[config.mk]
export PLATFORM = sky130hd
export DESIGN_NAME = bus_target_regs
export DESIGN_NICKNAME = d
export VERILOG_FILES = /design/src/rtl/bus_target_pkg.sv /design/src/rtl/bus_target_waitgen.sv /design/src/rtl/bus_target_regs.sv
export SDC_FILE = /design/constraint.sdc
export NUM_CORES = 1
export LEC_CHECK = 0
export CORE_AREA = 4 4 236 238
export DETAILED_ROUTE_END_ITERATION = 8
export DIE_AREA = 0 0 240 242
export GPL_TIMING_DRIVEN = 1
export PLACE_DENSITY_LB_ADDON = 0.12
export RECOVER_POWER = 25
export SLEW_MARGIN = 30
export SYNTH_ARGS = -nofsm -noshare
export SYNTH_HDL_FRONTEND = slang
export SYNTH_SLANG_ARGS = --single-unit
[constraint.sdc]
create_clock -name clk_i -period 3.3 [get_ports clk_i]
set_input_delay 0.66 -clock clk_i [delete_from_list [all_inputs] [get_ports clk_i]]
set_output_delay 0.66 -clock clk_i [all_outputs]
set_load 0.01 [all_outputs]
[src/rtl/bus_target_pkg.sv]
// Shared types, constants and address decode helper for the bus target.
package bus_target_pkg;

  typedef enum logic [1:0] {
    IDLE = 2'd0,
    WAIT = 2'd1,
    RESP = 2'd2
  } state_t;

  // Width of the read wait-state counter (0..7 wait states).
  localparam int unsigned WS_W = 3;

  // True when addr is a real strobe (nonzero) and falls inside the
  // nregs-word window starting at base. Evaluated in 64 bits so the
  // window limit cannot wrap for any legal base.
  function automatic logic in_window(input logic [63:0] addr,
                                     input logic [63:0] base,
                                     input int unsigned nregs);
    logic [63:0] limit;
    limit = base + (64'(nregs) << 2);
    return (addr != '0) && (addr >= base) && (addr < limit);
  endfunction

endpackage

[src/rtl/bus_target_waitgen.sv]
// Loadable down-counter that stalls the core for the read wait states
// and pulses done in the last stalled cycle.
module bus_target_waitgen
  import bus_target_pkg::*;
(
  input  logic            clk_i,
  input  logic            reset_n_i,
  input  logic            load_i,
  input  logic [WS_W-1:0] load_val_i,
  output logic            halt_o,
  output logic            done_o
);

  logic [WS_W-1:0] cnt_q;

  // Count down the remaining wait states; halt is a flop so it never glitches.
  // NOTE: sequential state uses non-blocking assignments so every flop
  // samples pre-edge values regardless of statement order.
  always_ff @(posedge clk_i or negedge reset_n_i) begin
    if (!reset_n_i) begin
      cnt_q  <= '0;
      halt_o <= 1'b0;
    end else if (load_i && (load_val_i != '0)) begin
      cnt_q  <= load_val_i;
      halt_o <= 1'b1;
    end else if (halt_o) begin
      cnt_q <= cnt_q - 1'b1;
      if (cnt_q == WS_W'(1)) begin
        halt_o <= 1'b0;
      end
    end
  end

  assign done_o = halt_o && (cnt_q == WS_W'(1));

endmodule

[src/rtl/bus_target_regs.sv]
// Memory-mapped register bank on the CPU native bus: byte-masked writes,
// reads returned after a programmable number of wait states.
module bus_target_regs
  import bus_target_pkg::*;
#(
  parameter int unsigned               address_width = 32,
  parameter logic [address_width-1:0]  BaseAddress   = address_width'(32'h0000_9000),
  parameter int unsigned               NumRegs       = 8,
  parameter int unsigned               WaitStates    = 2,
  parameter logic [NumRegs-1:0]        ReadOnlyMask  = '0
) (
  input  logic                     clk_i,
  input  logic                     reset_n_i,
  input  logic [address_width-1:0] address_i,
  input  logic [31:0]              data_i,
  input  logic                     we_i,
  input  logic [3:0]               we_ram_i,
  input  logic [NumRegs*32-1:0]    status_i,
  output logic [31:0]              data_o,
  output logic                     halt_o,
  output logic [NumRegs*32-1:0]    reg_o,
  output logic                     proto_err_o
);

  localparam int unsigned IdxW = (NumRegs > 1) ? $clog2(NumRegs) : 1;

  state_t          state_q, state_d;
  logic [31:0]     regs [NumRegs];
  logic [31:0]     status_arr [NumRegs];
  logic            strobe, hit;
  logic [IdxW-1:0] idx, rd_idx_q, rd_sel;
  logic [31:0]     rd_value;
  logic            wr_en, rd_capture, wg_load, wg_done, err_set;

  assign strobe = |address_i;
  assign hit    = in_window(64'(address_i), 64'(BaseAddress), NumRegs);
  assign idx    = IdxW'((address_i - BaseAddress) >> 2);

  for (genvar k = 0; k < NumRegs; k++) begin : g_flat
    assign reg_o[32*k +: 32] = regs[k];
    assign status_arr[k]     = status_i[32*k +: 32];
  end

  // With zero wait states the response edge is the strobe edge, so the
  // index comes straight from the bus instead of the captured copy.
  assign rd_sel   = (state_q == IDLE) ? idx : rd_idx_q;
  assign rd_value = ReadOnlyMask[rd_sel] ? status_arr[rd_sel] : regs[rd_sel];

  bus_target_waitgen u_waitgen (
    .clk_i      (clk_i),
    .reset_n_i  (reset_n_i),
    .load_i     (wg_load),
    .load_val_i (WS_W'(WaitStates)),
    .halt_o     (halt_o),
    .done_o     (wg_done)
  );

  // FSM state register.
  always_ff @(posedge clk_i or negedge reset_n_i) begin
    if (!reset_n_i) state_q <= IDLE;
    else            state_q <= state_d;
  end

  // Next-state decode; only IDLE accepts transactions, any strobe while
  // a read is pending is a protocol error.
  // NOTE: every output of this block gets a default first so no path
  // leaves a signal unassigned and no latch is inferred.
  always_comb begin
    state_d    = state_q;
    wr_en      = 1'b0;
    rd_capture = 1'b0;
    wg_load    = 1'b0;
    err_set    = 1'b0;
    unique case (state_q)
      IDLE: begin
        if (hit) begin
          if (we_i) begin
            wr_en = 1'b1;
          end else begin
            rd_capture = 1'b1;
            if (WaitStates == 0) begin
              state_d = RESP;
            end else begin
              wg_load = 1'b1;
              state_d = WAIT;
            end
          end
        end
      end
      WAIT: begin
        err_set = strobe;
        if (wg_done) state_d = RESP;
      end
      RESP: begin
        err_set = strobe;
        state_d = IDLE;
      end
      default: state_d = IDLE;
    endcase
  end

  // Response data, captured read index and sticky protocol error.
  // data_o is zero except for the single cycle spent in RESP; a strobe
  // landing on the response edge is already an error and does not
  // suppress the pending data.
  always_ff @(posedge clk_i or negedge reset_n_i) begin
    if (!reset_n_i) begin
      data_o      <= '0;
      rd_idx_q    <= '0;
      proto_err_o <= 1'b0;
    end else begin
      data_o <= (state_d == RESP) ? rd_value : '0;
      if (rd_capture) rd_idx_q    <= idx;
      if (err_set)    proto_err_o <= 1'b1;
    end
  end

  // Register bank with byte-masked writes; read-only slots never change.
  // NOTE: the bank is reset because its contents are architecturally
  // visible on reg_o; a plain storage RAM would be left unreset.
  always_ff @(posedge clk_i or negedge reset_n_i) begin
    if (!reset_n_i) begin
      for (int k = 0; k < NumRegs; k++) regs[k] <= '0;
    end else begin
      for (int k = 0; k < NumRegs; k++) begin
        if (wr_en && !ReadOnlyMask[k] && (idx == IdxW'(k))) begin
          for (int b = 0; b < 4; b++) begin
            if (we_ram_i[b]) regs[k][8*b +: 8] <= data_i[8*b +: 8];
          end
        end
      end
    end
  end

endmodule

Word level (Yosys, flattened, before mapping)
Memories as Yosys holds them, arrays and structs flattened. Index checks and enable logic that the tools add are counted. W data, S select, Z words.

Logic and storage cells: 132. Memories kept: 1. Register bits after elaboration: 298. Bits in read-only memories: 8. Output and inout port bits: 290.

Memories: (name not given) (words 8, width 1, rd ports 1, clocked after Yosys merged registers in 0, wr ports 0, RTL line bus_target_regs.sv:47) `assign rd_value = ReadOnlyMask[rd_sel] ? status_arr[rd_sel] : regs[rd_sel];`.

Mux-type cells: 26. Order comparisons: 4. Equal/unequal tests: 11. Add/sub/neg operators: 2. Reductions and logical operators: 49. Bitwise gates (word level): 1.

Operators by type and width (number): $bmux W32 S3 (2); $mux W32 (6); $reduce_and A2 Y1 (32); $ge A32 B16 Y1 const B (1); $lt A32 B16 Y1 const B (1); $reduce_bool A32 Y1 (1); $reduce_or A32 Y1 (1); $eq A3 B3 Y1 const B (4); $logic_and A1 B1 Y1 (11); $mux W1 (11); $mux W3 (3); $eq A3 B1 Y1 const B (2); $eq A3 B2 Y1 const B (2); $mux W2 (3); $sub A5 B1 Y5 const B (1); $eq A2 B2 Y1 const B (2); $ge A4 B4 Y1 const B (1); $lt A3 B4 Y1 const B (1); $not A3 Y4 (1); $pmux W2 S2 (1); $logic_not A3 Y1 (1); $sub A3 B1 Y3 const B (1); $eq A2 B1 Y1 const B (1); $logic_not A2 Y1 (1); other kinds (2) (2).

Longest topological paths before layout
Depth after elaboration: 8. Mapped depth: 10. Mapped depth without buffers: 7.

Modules after synthesis
A second synthesis with hierarchy kept.

Cell total of the unflattened synthesis: 1013. Area, all modules: 13250.2 sq um.

Modules (own cells, without submodules): bus_target_regs (cells each 989, sequential area each 7357.1 sq um, area an instance 13026.2 sq um, instances 1); bus_target_waitgen (cells each 24, sequential area each 100.1 sq um, area an instance 224.0 sq um, instances 1).

Least setup slack after synthesis
OpenSTA, ideal clock, no wires.

Path type: input to register. Start point: in address_i[11]. End point: reg regs (netlist bit reg_o[128]). Data required time: 3175 ps. Setup time: 125 ps. Stages: 5. Arrival time: 2559 ps. Slack: 616 ps. Cells stage by stage: or4_4 nor2_8 nand4_4 nor2_8 mux2_4.

Longest elaborated chain between the ends: 7.

RTL lines: start, declared (RTL line bus_target_regs.sv:14) `input logic [address_width-1:0] address_i,`; $ge A32 B16 Y1 or $reduce_bool A32 Y1 (tied branches) (RTL line bus_target_pkg.sv:21) `return (addr != '0) && (addr >= base) && (addr < limit);`; $logic_and A1 B1 Y1 (RTL line bus_target_pkg.sv:21); $logic_and A1 B1 Y1 * (RTL line bus_target_pkg.sv:21); $mux W1 * (RTL line bus_target_regs.sv:76) `if (hit) begin`; $mux W1 * (RTL line bus_target_regs.sv:74) `unique case (state_q)`; $logic_and A1 B1 Y1 * (RTL line bus_target_regs.sv:126) `if (wr_en && !ReadOnlyMask[k] && (idx == IdxW'(k))) begin`; $reduce_and A2 Y1 (no source line) *; end signal, assigned by index (RTL line bus_target_regs.sv:128) `if (we_ram_i[b]) regs[k][8*b +: 8] <= data_i[8*b +: 8];`; end, declared (RTL line bus_target_regs.sv:28) `logic [31:0] regs [NumRegs];`.

Mark *: on every way between the ends. The rest lies on a longest branch, timed or not. A chain may end at the register's enable or synchronous reset.

Final worst setup path
Start point: in address_i[11]. End point: reg regs (netlist bit reg_o[26]).

The elaborated chain is that of the path after synthesis.

==> impl_metrics.py <==
metrics = {
    "clock_network": {
        "postCtsHoldBufs": 0,
        "cts_root_buf": "clkbuf_16",
        "cts_buffers": 37,
        "cts_resized": 0,
        "cts_max_level": 2,
        "clock_sinks": 298,
        "path_clk_slew_ns": 0.06,
        "cts_buffer_depth": 3,
        "cts_tree": "built",
        "post_cts_buffers": 0,
        "worst_skew_pair.late_latency_ns": 0.54,
    },
    "pwr": {
        "swShare_pct": 23.2,
        "pwr-share-comb_pct": 5.7,
        "power_leakage_uw": 0.00954,
        "switchingPower_uw": 1880,
        "internal_power_uw": 6200,
        "p_clk_share_pct": 49.1,
        "total_power_uw": 8080,
        "power_frac_seq_pct": 45.2,
        "power.density_nw_per_um2": 397,
        "ir_drop_mv": 0.254,
    },
    "logic_synthesis": {
        "synth_top_area_share_pct": 52.3,
        "synth-adder-area-share_pct": 0.351,
        "synth-compound-area-share_pct": 4.55,
        "syn_nets": 1335,
        "synthSimpleGateAreaFrac_pct": 11.0,
        "post_synth_instance_area_um2": 14300,
        "yosysWarnings": 0,
        "ys_seq_area_share_pct": 52.3,
        "ys_types": 42,
        "synth_commonest_cells": "298 x dfrtp_1, 192 x mux2_4, 138 x nand2_1",
        "synth-seq-cells": 298,
        "muxShareOfSynthArea_pct": 30.2,
        "synth.area.top_cells": "dfrtp_1 52%, mux2_4 20%, mux2_1 5.2%",
        "synth_area_per_cell_um2": 14.2,
        "synth-main-ff-cell": "dfrtp_1",
        "yosys.area.top_type": "dfrtp_1",
        "synth_edf_count": 0,
        "synth_top_family_by_area": "multiplexers",
        "synth.most_common_cell": "dfrtp_1",
        "async_flop_share_pct": 100,
        "syn_inst": 1004,
        "synth_xor_area_share_pct": 0.123,
    },
    "timing": {
        "clock.fmax_mhz": 382,
        "skew_ns": 0.0158,
        "period_share_pct": 79.3,
        "hold_violations": 0,
        "worst_slew_pin_slew_ns": 1.77,
        "drv_slew": 97,
        "fin_tns_setup_ns": 0,
        "rsz0062_at_grt": "no",
        "hold-worst-slack_ns": 0.156,
        "setup_viol": 0,
        "maxSlewHeadroom_pct": -17.7,
        "min_period_ns": 2.62,
    },
    "die": {
        "initial_core_util_pct": 26.6,
        "ios": 617,
        "die_h_um": 242,
        "die_w_um": 240,
        "fp-row-count": 85,
        "die_area_um2": 58100,
        "fp.coreArea_um2": 53600,
    },
    "global_route": {
        "grt_pass1_wl_um": 75700,
        "globalRoute.totalOverflow": 0,
        "grt_max_degree": 92,
        "antenna_found_initial": 3,
        "grt_usage_pct": 17.4,
        "first_global_vias": 10600,
    },
    "worst_setup_path": {
        "startpoint_type": "input port",
        "crit_slowest_cell": "or4_4",
        "endpoint_kind": "flip-flop",
        "required_ns": 3.71,
        "max_stage_delay_ns": 0.59,
        "cp.arrival_ns": 3.02,
        "critical_path.max_fanout": 8,
        "path_class": "in -> reg",
        "worstPathCellList": "clkdlybuf4s50_1 -> or4_4 -> nor2_8 -> nand4_2 -> or2_1 -> mux2_1",
    },
    "cells_and_area": {
        "nets": 1733,
        "drive_gt1_share_pct": 23.2,
        "final-seq-area_um2": 7460,
        "area_growth_pct": 42.7,
        "fillers": 5182,
        "multiInputGateArea_um2": 6680,
    },
    "routing": {
        "drtIter0Drc": 484,
        "wirelength_um": 51900,
        "ant_nets": 0,
        "first_pass_iters": 4,
        "drc": 0,
        "via_count": 9928,
        "vias_per_cell": 4.68,
        "routedWlPerCell_um": 24.5,
    },
    "run_status": {
        "failed_checks": "max-capacitance violations, max-slew violations",
        "status": "complete, but fails checks",
    },
    "job": {
        "max_cap_violations": 3,
    },
    "place": {
        "place_congestion": 0.726,
        "port_buffers": 360,
        "hpwl_um": 34900,
    },
    "hold_path": {
        "hold_class": "in -> async",
    },
}
==> cell type report <==
cell class / instances / area share (%)
Sequential cell: 298 / 36.7
Multi-Input combinational cell: 652 / 32.8
Inverter: 8 / 0.148
Timing Repair Buffer: 405 / 20.3
Tap cell: 696 / 4.28
Antenna cell: 2 / 0.0246
Clock inverter: 9 / 0.480
Clock buffer: 52 / 5.22
==> final timing paths <==
| path | endpoint | startpoint | slack [ns] | cells past startpoint |
|---|---|---|---|---|
| min in group clk_i | proto_err_o | proto_err_o | 0.47 | 1 |
| max in group asynchronous | reg_o[209] | reset_n_i | 0.98 | 2 |
| hold / removal | reg_o[231] | reset_n_i | 0.16 | 1 |
| setup / recovery | reg_o[26] | address_i[11] | 0.68 | 6 |
| hold reg to reg | proto_err_o | proto_err_o | 0.47 | 1 |
| setup reg to reg | data_o[7] | state_q[0] | 0.83 | 8 |
==> cells in the final DEF, fill, tap and decap left out, types with 4 or more instances in the layout <==
cell type        Yosys  final
buf_12               0     17
nor2_8              25     25
ha_1                 4      4
clkbuf_16            0     37
inv_1                7      7
nand2b_1             4      4
nor2_1               8      8
dfrtp_1            298    298
clkbuf_1            32     12
or2_1                4      4
nand3_1              7      7
clkinv_2             0      6
and3_1              33     33
mux2_1              66     66
a32oi_1             64     64
nor4_1               4      4
nor2_2               4      4
mux2_4             192    192
mux2i_1             67     66
clkdlybuf4s50_1      0    359
nand2_1            138    138
clkbuf_8             0      8
buf_4                0     22
==> cell families (layout without fill, tap and decap cells) <==
family                     count (synthesis)  after routing
muxes                                    326            326
DFF                                      298            298
and+or+nand+nor                          243            243
AOI/OAI and AO/OA                         77             77
buffers and inverters                     54            474
adders and majority gates                  4              4
xor gates and xnor gates                   2              2
other                                      0              2
==> through the flow <==
stage	util [%]	setup WS (ns)	std cells	area, um2
after floorplan	-	0.616	1004	14300
after global placement	35.9	0.121	2059	19200
after detailed placement	35.9	0.0914	2059	19200
after CTS	38.1	0.671	2120	20400
after global routing	37.9	0.500	2120	20300
final	37.9	0.683	2122	20300
==> state kept, by name, indices dropped and copies added, names as in the netlist <==
name / flops
state_q: 2
u_waitgen.cnt_q: 3
rd_idx_q: 3
u_waitgen.halt_o: 1
reg_o: 256
proto_err_o: 1
data_o: 32
==> worst max-delay path: cells and delay by family <==
| family | cells | cell delay, ns |
|---|---|---|
| buffers and inverters | 1 | 0.39 |
| multiplexers | 1 | 0.40 |
| AND/OR/NAND/NOR | 4 | 1.56 |
==> power by group through the flow <==
stage	Sequential [uW]	Clock [uW]	Combinational [uW]
global route	3650	4230	501
finish	3660	3970	458
global placement	3720	0	480
floorplan	3720	0	137
detailed placement	3720	0	479
CTS	3650	4100	481
==> per-layer routing <==
layer | vias up | GRT usage (%) | share of wire (%)
met5 | - | 0 | 0.044
met4 | 4 | 4.04 | 2.1
met3 | 67 | 5.01 | 6.6
met2 | 280 | 28.0 | 47
met1 | 5122 | 23.3 | 44
li1 | 4455 | - | -
Power figures use the tool's default switching activity.
